$ cat src/rtl/reorder_buffer.sv
// Circular in-order reorder buffer for the Tomasulo RISC-V core.
// Allocates at tail, captures CDB results, retires head, flushes on mispredict.
module reorder_buffer #(
  parameter int RoB_WIDTH = 3,
  parameter int NON_DEP   = 1 << RoB_WIDTH
) (
  input  logic                 clk_in,
  input  logic                 rst_n_in,
  input  logic                 rdy_in,
  input  logic                 issue_valid,
  output logic                 issue_ready,
  input  logic [1:0]           issue_type,
  input  logic [4:0]           issue_rd,
  input  logic [31:0]          issue_pc,
  input  logic                 issue_pred_taken,
  output logic [RoB_WIDTH-1:0] alloc_index,
  input  logic                 cdb_valid,
  input  logic [RoB_WIDTH-1:0] cdb_index,
  input  logic [31:0]          cdb_value,
  input  logic                 cdb_taken,
  input  logic [31:0]          cdb_target,
  input  logic [RoB_WIDTH-1:0] qj_index,
  input  logic [RoB_WIDTH-1:0] qk_index,
  output logic                 qj_ready,
  output logic                 qk_ready,
  output logic [31:0]          qj_value,
  output logic [31:0]          qk_value,
  output logic                 rf_update_en,
  output logic [4:0]           rf_update_reg,
  output logic [RoB_WIDTH-1:0] rf_update_index,
  output logic [31:0]          rf_update_data,
  output logic                 store_commit_en,
  output logic [RoB_WIDTH-1:0] store_commit_index,
  output logic                 flush_signal,
  output logic [31:0]          flush_pc,
  output logic                 debug_en,
  output logic [31:0]          debug_commit_id
);

  localparam int SIZE = 1 << RoB_WIDTH;
  localparam logic [RoB_WIDTH:0] FULL_CNT = NON_DEP[RoB_WIDTH:0];

  typedef enum logic [1:0] {
    T_REG    = 2'd0,
    T_BRANCH = 2'd1,
    T_STORE  = 2'd2,
    T_JALR   = 2'd3
  } rob_type_e;

  typedef struct packed {
    logic        busy;
    logic        ready;
    rob_type_e   kind;
    logic [4:0]  rd;
    logic [31:0] pc;
    logic        pred;
    logic [31:0] value;
    logic        taken;
    logic [31:0] target;
  } entry_t;

  entry_t ent [SIZE];

  logic [RoB_WIDTH-1:0] head;
  logic [RoB_WIDTH-1:0] tail;
  logic [RoB_WIDTH:0]   count;

  logic        full;
  logic        issue_go;
  logic        commit_go;
  logic        cdb_hit;
  entry_t      hd;
  logic        mispredict;
  logic [31:0] redirect;
  logic        qj_byp;
  logic        qk_byp;

  assign hd          = ent[head];
  assign full        = (count == FULL_CNT);
  assign issue_ready = !full && !flush_signal;
  assign alloc_index = tail;
  assign issue_go    = issue_valid && issue_ready;
  assign cdb_hit     = cdb_valid && ent[cdb_index].busy;
  assign commit_go   = !flush_signal && hd.busy && hd.ready;
  assign mispredict  = hd.taken != hd.pred;
  assign redirect    = hd.taken ? hd.target : hd.pc + 32'd4;

  assign qj_byp   = cdb_valid && (cdb_index == qj_index);
  assign qk_byp   = cdb_valid && (cdb_index == qk_index);
  assign qj_ready = ent[qj_index].busy && (ent[qj_index].ready || qj_byp);
  assign qk_ready = ent[qk_index].busy && (ent[qk_index].ready || qk_byp);
  assign qj_value = qj_byp ? cdb_value : ent[qj_index].value;
  assign qk_value = qk_byp ? cdb_value : ent[qk_index].value;

  always_ff @(posedge clk_in or negedge rst_n_in) begin
    if (!rst_n_in) begin
      head <= '0;
      tail <= '0;
      count <= '0;
      for (int i = 0; i < SIZE; i++) ent[i] <= '0;
      rf_update_en <= 1'b0;
      rf_update_reg <= '0;
      rf_update_index <= '0;
      rf_update_data <= '0;
      store_commit_en <= 1'b0;
      store_commit_index <= '0;
      flush_signal <= 1'b0;
      flush_pc <= '0;
      debug_en <= 1'b0;
      debug_commit_id <= '0;
    end else if (!rdy_in) begin
      rf_update_en <= 1'b0;
      store_commit_en <= 1'b0;
      flush_signal <= 1'b0;
      debug_en <= 1'b0;
    end else begin
      rf_update_en <= 1'b0;
      store_commit_en <= 1'b0;
      flush_signal <= 1'b0;
      debug_en <= 1'b0;
      if (flush_signal) begin
        for (int i = 0; i < SIZE; i++) begin
          ent[i].busy <= 1'b0;
          ent[i].ready <= 1'b0;
        end
        head <= '0;
        tail <= '0;
        count <= '0;
      end else begin
        if (issue_go) begin
          ent[tail].busy <= 1'b1;
          ent[tail].ready <= 1'b0;
          ent[tail].kind <= rob_type_e'(issue_type);
          ent[tail].rd <= issue_rd;
          ent[tail].pc <= issue_pc;
          ent[tail].pred <= issue_pred_taken;
          tail <= tail + 1'b1;
        end
        if (cdb_hit) begin
          ent[cdb_index].ready <= 1'b1;
          ent[cdb_index].value <= cdb_value;
          ent[cdb_index].taken <= cdb_taken;
          ent[cdb_index].target <= cdb_target;
        end
        // Commit clears busy only; ready is reinitialised at allocation.
        if (commit_go) begin
          ent[head].busy <= 1'b0;
          head <= head + 1'b1;
          debug_en <= 1'b1;
          debug_commit_id <= debug_commit_id + 32'd1;
          unique case (hd.kind)
            T_REG: begin
              rf_update_en <= hd.rd != 5'd0;
              rf_update_reg <= hd.rd;
              rf_update_index <= head;
              rf_update_data <= hd.value;
            end
            T_JALR: begin
              rf_update_en <= hd.rd != 5'd0;
              rf_update_reg <= hd.rd;
              rf_update_index <= head;
              rf_update_data <= hd.value;
              flush_signal <= 1'b1;
              flush_pc <= hd.target;
            end
            T_BRANCH: begin
              if (mispredict) begin
                flush_signal <= 1'b1;
                flush_pc <= redirect;
              end
            end
            T_STORE: begin
              store_commit_en <= 1'b1;
              store_commit_index <= head;
            end
          endcase
        end
        if (issue_go && !commit_go) count <= count + 1'b1;
        else if (!issue_go && commit_go) count <= count - 1'b1;
      end
    end
  end

endmodule

$ cat config.mk
export PLATFORM = sky130hd
export DESIGN_NAME = reorder_buffer
export DESIGN_NICKNAME = d
export VERILOG_FILES = /design/src/rtl/reorder_buffer.sv
export SDC_FILE = /design/constraint.sdc
export NUM_CORES = 2
export LEC_CHECK = 0
export CORE_UTILIZATION = 56
export CTS_BUF_LIST = sky130_fd_sc_hd__clkbuf_8
export DETAILED_ROUTE_END_ITERATION = 8
export PLACE_DENSITY = 0.89
export SLEW_MARGIN = 20
export SYNTH_ARGS = -nofsm -noshare
export SYNTH_HDL_FRONTEND = slang
export SYNTH_SLANG_ARGS = --single-unit
$ cat constraint.sdc
create_clock -name clk_in -period 4.3 [get_ports clk_in]
set_input_delay 0.645 -clock clk_in [delete_from_list [all_inputs] [get_ports clk_in]]
set_output_delay 0.645 -clock clk_in [all_outputs]
set_load 0.03 [all_outputs]
==> results by group <==
STA
  • RSZ-0062 raised after global routing: no
  • Final Hold Fails: 0
  • Final Skew: 0.0464 ns
  • WHS: about 0.48 ns
  • Fmax: around 0.25 GHz
  • Setup-failing EPs final: 0
  • Rel. slew slack: 26.6%
  • PnR worst setup slack: 0.358 ns
  • Fin Setup TNS: 0 ns
  • Slew Viols, Final: 0
  • Slew @ Worst Pin: 1.10 ns
  • Final worst-path cycle share: 91.7%
  • Min Tclk post-route: 3.94 ns

Yosys
  • Top cell type by total area after synthesis: dfrtp_1
  • Post-synth EDFFs: 0
  • Mean Syn Cell Area: 13.5 sq um
  • FF+latch count, synth: 977
  • Post-synthesis sequential area ratio: 51.5%
  • Cell Area, Synth: around 48000 sq um
  • Post-synth top area share: 51.5%
  • Synth warn: 0
  • Yosys cell types: 69
  • Asr flop ratio synth: between 90% and 100%
  • Syn Nets: roughly 3600
  • Top FF cell, synth: dfrtp_1
  • Synth area leaders: dfrtp_1, mux2_2, mux4_2
  • Cells after Synth: 3514

Floorplanning
  • Initial core utilization: 56.7%
  • Row count: 106
  • Die Span Y: 293 microns
  • Die extent in x: 293 microns
  • Core ar.: 83800 sq um
  • I/O pin cnt: 300
  • Die footprint: 86000 sq um

Drt
  • Vias/cell: 6.64
  • Drc violations: 0
  • DR WL met3: roughly 15000 microns
  • Router iterations before antenna repair: 6
  • Top Layer Used: met5
  • DRT met1 WL: 50800 microns
  • Routed wl met2: 66000 microns
  • Final wirelength: roughly 140000 microns
  • WL/cell: 27.3 microns
  • Vias: 33808
  • Starting DRT DRC Count: between 3000 and 4000
  • Routed Antenna Nets: 0

Hold path
  • Hold Path Stages: 1
  • HP Start: debug_commit_id[31]
  • Hold EP: debug_commit_id[31]
  • Hold crit path type: flip-flop to flip-flop

Placed design
  • IO Port Bufs: 299
  • HPWL after DPL: 86000 microns
  • RD Place Congestion: 0.909
  • Worst Setup Slack post-DPL: 0.413 ns

Power
  • Pwr dens: ~720 nW/um^2
  • VDD IR-drop max: 0.729 mV
  • Total leakage power: approximately 24 nW

Setup path
  • Max stage delay on crit path: 0.68 ns
  • Delay-heaviest family, CP: buffers and inverters
  • Worst setup EP type: output pin
  • Worst EP arrival: 3.30 ns
  • Worst path required time: 3.65 ns
  • Crit Path Max Fanout: 9
  • Bufs and invs on worst path: 3
  • Startpoint types: primary input
  • Crit Path Category: primary input to output pin
  • CP max stage cell: clkdlybuf4s50_1
  • Reg-to-reg setup timing slack: 0.38 ns
  • Worst r2r dst: flush_pc[31]
  • Reg2reg path depth: 10
  • Cells along the critical path: clkdlybuf4s50_1, xnor2_1, nand2_1, nor3_2, buf_4, o21ai_0, o21ai_0, mux4_2, clkdlybuf4s50_1
  • Worst R2R Start: head[1]

Status
  • Status: finished, final reports clean

Clock tree
  • H-tree depth: 4
  • Clk sink count: 977
  • Clock Pin Slew Worst Setup and Hold Paths: approximately 0.06 ns
  • CTS tree: built
  • CTS Root Cell: clkbuf_8
  • Total CTS buffers: 162
  • Later-pin clock latency in the skew report: 0.83 ns
  • Clock buffer depth: 3
  • Post-CTS setup buffer count: 0
  • Post-CTS sizing: 0
  • Cts hold-fix bufs: 1

Global route
  • Largest net degree at the start of global routing: 110
  • GRT overflow: 0
  • Global Route Usage Sum: about a third
  • First-pass GRT wire length: 213000 microns
  • Vias in the first global route: 35274
  • Initial antenna violation count: 21

Finish
  • Fin util: 66.3%
  • Area Overhead vs Synth: 17.0%
  • Commonest non-fill, non-tap cells in the layout: dfrtp_1, mux2_2, clkdlybuf4s50_1
  • Final #Nets: 3941
  • Proportion of layout cells with a drive suffix above 1: 37.3%
  • Most common cell after layout, fill and taps aside: dfrtp_1

Run
  • Max-cap violations: 0
layer usage:
metal,up-vias,GRT usage (%)
li1,13954,-
met1,17343,41.3
met2,1993,51.2
met3,504,8.65
met4,14,18.7
met5,-,0
worst max path at each step:
stage / end / cells after the start / startpoint / slack [ns]
after floorplan: flush_pc[23] / 18 / head[1] / 0.26
after global placement: qk_value[20] / 9 / cdb_index[2] / 0.47
after detailed placement: qj_value[27] / 8 / cdb_index[0] / 0.41
after CTS: qj_value[27] / 8 / cdb_index[0] / 0.40
after global routing: qj_value[1] / 8 / cdb_index[0] / 0.22
final: qj_ready / 9 / cdb_index[0] / 0.36
cells in the mapped netlist, types with 4 or more instances:
| cell | n |
|---|---|
| a211oi_1 | 6 |
| a21o_1 | 29 |
| a21oi_1 | 36 |
| a221o_1 | 13 |
| a221oi_1 | 71 |
| a22o_1 | 63 |
| a22oi_1 | 146 |
| a31oi_1 | 49 |
| and2_1 | 7 |
| and3_1 | 15 |
| and3b_1 | 4 |
| and4_1 | 6 |
| buf_1 | 43 |
| buf_2 | 28 |
| buf_4 | 42 |
| buf_6 | 5 |
| clkbuf_1 | 178 |
| dfrtp_1 | 977 |
| ha_1 | 9 |
| inv_1 | 21 |
| mux2_2 | 862 |
| mux2i_1 | 101 |
| mux4_1 | 8 |
| mux4_2 | 168 |
| nand2_1 | 185 |
| nand2b_1 | 14 |
| nand3_1 | 27 |
| nand3b_1 | 9 |
| nand4_1 | 23 |
| nor2_1 | 49 |
| nor2b_1 | 6 |
| nor3_1 | 19 |
| nor3b_1 | 4 |
| nor4_1 | 4 |
| o211ai_1 | 12 |
| o21a_1 | 8 |
| o21ai_0 | 137 |
| o22ai_1 | 13 |
| o31a_1 | 4 |
| or3_1 | 5 |
| xnor2_1 | 43 |
| xor2_1 | 21 |
power breakdown:
| part | internal [W] | switching (W) | total (W) |
|---|---|---|---|
| Clock | 0.00465 | 0.00382 | 0.00847 |
| Sequential | 0.0131 | 0.00283 | 0.0159 |
| Combinational | 0.00758 | 0.00832 | 0.0159 |
| Total | 0.0253 | 0.0150 | 0.0403 |
worst reg2reg max path: cells and delay by family (launching register included):
family | cells | cell delay (ns)
simple gates | 5 | 1.20
compound gates | 1 | 0.20
mux | 2 | 1.03
buf+inv | 2 | 0.78
flops | 1 | 0.65
metrics by stage:
step / instances / total power [W] / instance area (sq um)
after floorplan: 3514 / 0.0254 / 47500
after global placement: 4781 / 0.0306 / 52200
after detailed placement: 4781 / 0.0314 / 52200
after CTS: 5073 / 0.0400 / 55500
after global routing: 5082 / 0.0420 / 55600
final: 5088 / 0.0403 / 55600
kinds of logic (layout without fill, tap and decap cells):
group | count (synthesis) | after routing | share of synthesized area, %
muxes | 1139 | 1139 | 31.0
DFF | 977 | 977 | 51.5
AOI/OAI and AO/OA | 609 | 609 | 9.03
and+or+nand+nor | 395 | 395 | 4.07
buffers and inverters | 320 | 745 | 3.02
xor gates and xnor gates | 64 | 64 | 1.18
adders and majority gates | 10 | 10 | 0.279
other | 0 | 15 | 0
cell type report:
type / count / area (sq um)
Clock buffer: 208 / 2860
Sequential cell: 977 / 24500
Clock inverter: 83 / 519
Tap cell: 1134 / 1420
Antenna cell: 15 / 37.5
Multi-Input combinational cell: 2217 / 21800
Inverter: 21 / 78.8
Timing Repair Buffer: 433 / 4430
Fill cell: 5668 / 28200
Note: power is estimated with default switching activity, not from simulation.
